## src/rtl/mem_pkg.sv

```systemverilog
// Shared memory-side constants: DMA state encodings and word-size helpers.
package mem_pkg;

  localparam logic [1:0] IDLE  = 2'd0;
  localparam logic [1:0] READ  = 2'd1;
  localparam logic [1:0] WRITE = 2'd2;
  localparam logic [1:0] DONE  = 2'd3;

  localparam logic [31:0] WORD_BYTES = 32'd4;

  function automatic logic is_word_aligned(input logic [31:0] addr);
    return (addr & (WORD_BYTES - 32'd1)) == 32'd0;
  endfunction

endpackage

```

## src/rtl/dma_copy.sv

```systemverilog
// Word-at-a-time memory-to-memory copy engine: one READ then one WRITE cycle per word,
// driving a dmem with asynchronous read and synchronous write.
module dma_copy
  import mem_pkg::*;
#(
  parameter int unsigned LEN_W = 8
) (
  input  logic             clk,
  input  logic             reset,
  input  logic             start,
  input  logic [31:0]      src,
  input  logic [31:0]      dst,
  input  logic [LEN_W-1:0] len,
  output logic             busy,
  output logic             done,
  output logic             err,
  output logic             mem_we,
  output logic [31:0]      mem_a,
  output logic [31:0]      mem_wd,
  input  logic [31:0]      mem_rd
);

  logic [1:0]       state_q, state_d;
  logic [31:0]      sp_q, dp_q, rd_buf_q;
  logic [LEN_W-1:0] cnt_q;
  logic             err_q;
  logic             req_ok;

  assign req_ok = is_word_aligned(src) && is_word_aligned(dst);

  always_comb begin
    state_d = state_q;
    unique case (state_q)
      IDLE:    if (start) state_d = (len == '0 || !req_ok) ? DONE : READ;
      READ:    state_d = WRITE;
      WRITE:   state_d = (cnt_q == LEN_W'(1)) ? DONE : READ;
      DONE:    state_d = IDLE;
      default: state_d = IDLE;
    endcase
  end

  always_ff @(posedge clk or posedge reset) begin
    if (reset) begin
      state_q  <= IDLE;
      sp_q     <= '0;
      dp_q     <= '0;
      cnt_q    <= '0;
      rd_buf_q <= '0;
      err_q    <= 1'b0;
    end else begin
      state_q <= state_d;
      unique case (state_q)
        IDLE: begin
          if (start) begin
            sp_q  <= src;
            dp_q  <= dst;
            cnt_q <= len;
            // Misaligned requests are flagged here so err is already valid in DONE.
            err_q <= !req_ok;
          end
        end
        READ: begin
          rd_buf_q <= mem_rd;
          sp_q     <= sp_q + WORD_BYTES;
        end
        WRITE: begin
          dp_q  <= dp_q + WORD_BYTES;
          cnt_q <= cnt_q - LEN_W'(1);
        end
        default: ;
      endcase
    end
  end

  // Memory port is a pure decode of state and registers, never of start or mem_rd.
  always_comb begin
    mem_we = 1'b0;
    mem_a  = '0;
    mem_wd = '0;
    unique case (state_q)
      READ: mem_a = sp_q;
      WRITE: begin
        mem_we = 1'b1;
        mem_a  = dp_q;
        mem_wd = rd_buf_q;
      end
      default: ;
    endcase
  end

  assign busy = (state_q == READ) || (state_q == WRITE);
  assign done = (state_q == DONE);
  assign err  = err_q;

endmodule

```

## config.mk

```make
export PLATFORM = sky130hd
export DESIGN_NAME = dma_copy
export DESIGN_NICKNAME = d
export VERILOG_FILES = /design/src/rtl/mem_pkg.sv /design/src/rtl/dma_copy.sv
export SDC_FILE = /design/constraint.sdc
export NUM_CORES = 1
export LEC_CHECK = 0
export ABC_CLOCK_PERIOD_IN_PS = 3200
export BUFFER_PORTS_ARGS = -buffer_cell sky130_fd_sc_hd__buf_2
export CORE_MARGIN = 1
export CORE_UTILIZATION = 45
export DETAILED_ROUTE_END_ITERATION = 6
export PLACE_DENSITY_LB_ADDON = 0.08
export SLEW_MARGIN = 25
export SYNTH_ARGS = -nofsm -noshare
export SYNTH_HDL_FRONTEND = slang
export SYNTH_SLANG_ARGS = --single-unit
```

## constraint.sdc

```tcl
create_clock -name clk -period 3.2 [get_ports clk]
set_clock_uncertainty 0.1 [all_clocks]
set_input_delay 0.48 -clock clk [delete_from_list [all_inputs] [get_ports clk]]
set_output_delay 0.48 -clock clk [all_outputs]
set_load 0.03 [all_outputs]
```

### Word-level counts from Yosys, hierarchy flattened

Index checks and enable logic that the tools add are counted.

| word-level totals | value |
|---|---|
| register bits | 107 |
| output and inout port bits | 68 |
| logic and storage cells | 40 |

| cells by class | value |
|---|---|
| add/subtract/negate cells | 3 |
| eq/ne operators | 5 |
| multiplexer cells | 13 |
| reductions and logical operators | 13 |

Operator list:

| operator | count |
|---|---|
| case mux 32 bit (2 select lines) | 3 |
| two-way mux 32 bit | 3 |
| adder 32 x 3 -> 32 bit (second input constant) | 2 |
| logical NOT 32 bit | 2 |
| case mux 8 bit (2 select lines) | 1 |
| == test 8 x 1 -> 1 bit (second input constant) | 1 |
| logical NOT 8 bit | 1 |
| two-way mux 8 bit | 1 |
| case mux 2 bit (4 select lines) | 1 |
| subtractor 8 x 1 -> 8 bit (second input constant) | 1 |
| two-way mux 2 bit | 3 |
| AND reduction 2 bit | 3 |
| == test 2 bit (second input constant) | 2 |
| nonzero test 2 bit | 2 |
| == test 2 x 1 -> 1 bit (second input constant) | 1 |
| logical NOT 2 bit | 1 |
| logical OR 1 bit | 2 |
| inequality test 2 bit (second input constant) | 1 |
| logical AND 1 bit | 1 |
| logical NOT 1 bit | 1 |
| two-way mux 1 bit | 1 |

### Longest topological paths before layout

| logic depth | value |
|---|---|
| depth after elaboration | 7 |
| mapped depth | 9 |
| mapped depth without buffers | 7 |

### Least setup slack after synthesis

No wires, ideal clock.

| timing path | value |
|---|---|
| path kind | register -> output |
| start | register state_q[0] |
| end | output port mem_a[4] |
| arrival time | 2.545 ns |
| required time | 2.620 ns |
| slack | 0.075 ns |
| stages on the path, launching flop included | 8 |
| cells stage by stage | dfrtp_1 -> inv_1 -> ha_1 -> clkbuf_1 -> clkbuf_1 -> clkbuf_1 -> nand2_1 -> a21boi_0 |

| between the ends | value |
|---|---|
| longest elaborated chain between the ends | 2 |
| elaborated cells on any way between the ends | 3 |
| those cells by class | eq/ne: 2; mux: 1 |

RTL lines:

| element | RTL line | RTL |
|---|---|---|
| start: declaration | dma_copy.sv:23 | `logic [1:0] state_q, state_d;` |
| start signal: assignment | dma_copy.sv:51 | `state_q <= state_d;` |
| == test 2 bit or == test 2 x 1 -> 1 bit (tied branches) | dma_copy.sv:80 | `unique case (state_q)` |
| case mux 32 bit (2 select lines) (*) | dma_copy.sv:80 |  |
| end: declaration | dma_copy.sv:18 | `output logic [31:0] mem_a,` |

Every way passes the cells marked *; elsewhere a longest branch is shown, timed or not.

### Worst setup path in the final report

| timing path | value |
|---|---|
| start | register state_q[1] |
| end | output port mem_a[22] |

Same word-level chain as after synthesis.

==> flow_summary.ini <==
[run_status]
outcome = finished, final reports clean

[route]
dr.pass1.iters = 6
routed_wl_um = 20200
drt_iter0_markers = 755
viasPerCell = 6.06
via_count = 6607
postRouteAntennaNets = 0
wl_per_cell_um = 18.5
drc_errors = 0

[worst_setup_path]
setup.worst_path.start_class = register
crit_arrival_ns = 2.38
critPathKind = register to output port
worst_setup_path_end_kind = output port
critPathRequiredTime_ns = 2.62
worst-path-max-fanout = 29

[sta]
finalCriticalPeriod_ns = 2.96
fmax_ghz = 0.338
setup_tns_ns = 0
worst_pin_slew_ns = 0.822
finalSetupViolCount = 0
finalCritPeriodShare = 0.924
hold_viol_final = 0
rsz0062_at_grt = false
slew_violations = 0
relSlewSlack = 0.437

[pwr]
p_per_area_nw_per_um2 = 339
vdd_drop_max_v = 0.000249
p_sw_mw = 0.643
switching_share = 0.237
pwr-share-clk = 0.439
power_frac_comb = 0.052
power.internal_mw = 2.07
seq_power_share = 0.509
power.leakage_nw = 3.65

[clocking]
cts.sinks = 107
htree_levels = 3
post_cts_resized = 0
post_cts_buffers = 0
cts_inserted_buffers = 9
clkTransAtPathRegs_ns = 0.07
clk_latency_ns = 0.36
cts_tree = yes
cts_root_buffer = clkbuf_16
postCtsHoldBufs = 0
clockBufferDepth = 2

[floorplan]
top_level_ports = 175
coreArea_um2 = 14100
die_y_um = 123
die_area_um2 = 15100
die_w_um = 123
rows = 43
start_util = 0.467

[placed_design]
placement.io_buffers = 174
place_area_um2 = 7690
gp_congestion = 0.935
hpwl_um = 15000

[worst_hold_path]
holdCritPathClass = primary input to asynchronous set/reset pin

[final_layout]
seq_area_um2 = 2680
fin_area_um2 = 8000
area_delta_synth_final_pct = 21.5
finalNetCount = 1022
utilization = 0.568
diodes = 0
multi_input_area_um2 = 3650
fillCellCount = 1322
drive_above_1_share = 0.282

[global_routing]
grt-ovfl-total = 0
grt_max_degree = 73
antenna_found_initial = 0
grt_pass1_vias = 6185
grt_pass1_wl_um = 31500
grt_use_total = 0.271

[yosys]
synth-edff-count = 0
synth_ff_type = dfrtp_1
avgSynthCellArea_um2 = 8.72
synth.distinct_cells = 55
synth_area_um2 = 6590
ys_seq_area_frac = 0.407
synth-async-reset-ratio = 1.00
netlist_instances = 755
ys_ff_latch = 107
synth_nets = 871
yosys_warnings = 0

[run]
drv_cap = 0
-- logic make-up after synthesis --
logic type      after synthesis  share of synthesized area
compound gates              228                      0.220
buf+inv                      76                     0.0435
fa+ha+maj                     9                     0.0171
simple gates                285                      0.230
mux                          50                     0.0824
flops                       107                      0.407
-- metal layers --
layer,GRT usage,vias up,part of all wire
li1,-,3110,-
met1,0.372,3213,0.44
met4,0.0700,0,0.013
met5,0,-,0
met3,0.0637,19,0.074
met2,0.429,265,0.47
-- power groups by stage --
stage               Sequential (mW)  Clock, mW  Combinational, mW
finish                         1.38       1.19              0.141
global route                   1.39       1.26              0.156
CTS                            1.38       1.22              0.143
detailed placement             1.41          0              0.142
global placement               1.41          0              0.141
floorplan                      1.41          0             0.0542
-- registers in the layout, indices dropped and copies added (netlist names) --
register  cells
err           1
cnt_q         8
sp_q         32
rd_buf_q     32
dp_q         32
state_q       2
-- cell usage after synthesis (all sizes together), types with 7 or more instances --
| cell type | instances | area (um^2) |
|---|---|---|
| clkbuf | 47 | 176 |
| o21ai | 40 | 200 |
| o31ai | 8 | 60.1 |
| and3 | 9 | 56.3 |
| or3 | 9 | 61.3 |
| nand4 | 20 | 125 |
| inv | 19 | 71.3 |
| o22ai | 31 | 194 |
| a21oi | 63 | 315 |
| mux2 | 34 | 383 |
| dfrtp | 107 | 2680 |
| nor2b | 18 | 113 |
| nand3 | 32 | 173 |
| buf | 10 | 38.8 |
| nand2 | 72 | 270 |
| a22oi | 19 | 143 |
| nor3 | 9 | 45.0 |
| nor4 | 11 | 75.1 |
| ha | 9 | 113 |
| and4 | 7 | 61.3 |
| mux2i | 16 | 160 |
| a31oi | 10 | 62.6 |
| a311oi | 8 | 70.1 |
| nor2 | 41 | 154 |
| a21boi | 15 | 113 |
| and2 | 34 | 213 |
-- worst max-delay path, stage by stage, from the launching register on --
cell and delay (ns):
dfrtp_1 0.43, inv_1 0.17, ha_4 0.31, buf_4 0.36, nand2_1 0.16, a21boi_0 0.32
buf_2 0.27
-- through the flow --
stage | cells | power, mW | hold slack (ns) | setup WS, ns
floorplan | 755 | 1.46 | 0.351 | 0.0746
global route | 1091 | 2.80 | 0.146 | 0.0986
CTS | 1091 | 2.74 | 0.149 | 0.226
global placement | 1075 | 1.55 | 0.367 | 0.620
finish | 1091 | 2.72 | 0.119 | 0.245
detailed placement | 1075 | 1.55 | 0.372 | 0.520
-- final cells by class --
type | instances | share of cell area
Sequential cell | 107 | 0.335
Clock buffer | 10 | 0.0286
Clock inverter | 6 | 0.00985
Timing Repair Buffer | 197 | 0.134
Multi-Input combinational cell | 572 | 0.456
Tap cell | 180 | 0.0281
Inverter | 19 | 0.00938
-- cells in the final DEF, fill, tap and decap left out, types with 8 or more instances in the layout --
master / synthesis / layout
nor2b_1: 18 / 18
nand2_1: 72 / 72
a311oi_1: 8 / 8
or3_1: 8 / 8
nand4_1: 20 / 20
nor3_1: 9 / 9
o22ai_1: 31 / 31
and2_1: 34 / 34
nand3_1: 31 / 31
a31oi_1: 10 / 10
o21ai_0: 40 / 40
a22oi_1: 19 / 19
and3_1: 9 / 9
a21boi_0: 15 / 15
o31ai_1: 8 / 8
mux2_2: 34 / 34
inv_1: 19 / 18
buf_2: 1 / 174
clkbuf_16: 0 / 9
a21oi_1: 63 / 63
dfrtp_1: 107 / 107
buf_4: 0 / 21
nor2_1: 41 / 41
mux2i_1: 16 / 16
nor4_1: 10 / 10
-- final timing paths --
path                                         from                       end  slack [ns]  cells past startpoint
setup / recovery           state_q[1]$_DFFE_PP0P_                 mem_a[22]        0.24                      6
hold / removal                              reset      cnt_q[1]$_DFFE_PP0P_        0.12                      3
setup reg to reg           state_q[0]$_DFFE_PP0P_      sp_q[26]$_DFFE_PP0P_        0.47                      7
hold reg to reg               dp_q[1]$_DFFE_PP0P_       dp_q[1]$_DFFE_PP0P_        0.39                      2
max in group asynchronous                   reset   rd_buf_q[4]$_DFFE_PP0P_        2.50                      3
min in group clk                       mem_rd[10]  rd_buf_q[10]$_DFFE_PP0P_        0.24                      2
Note: power is estimated with default switching activity, not from simulation.
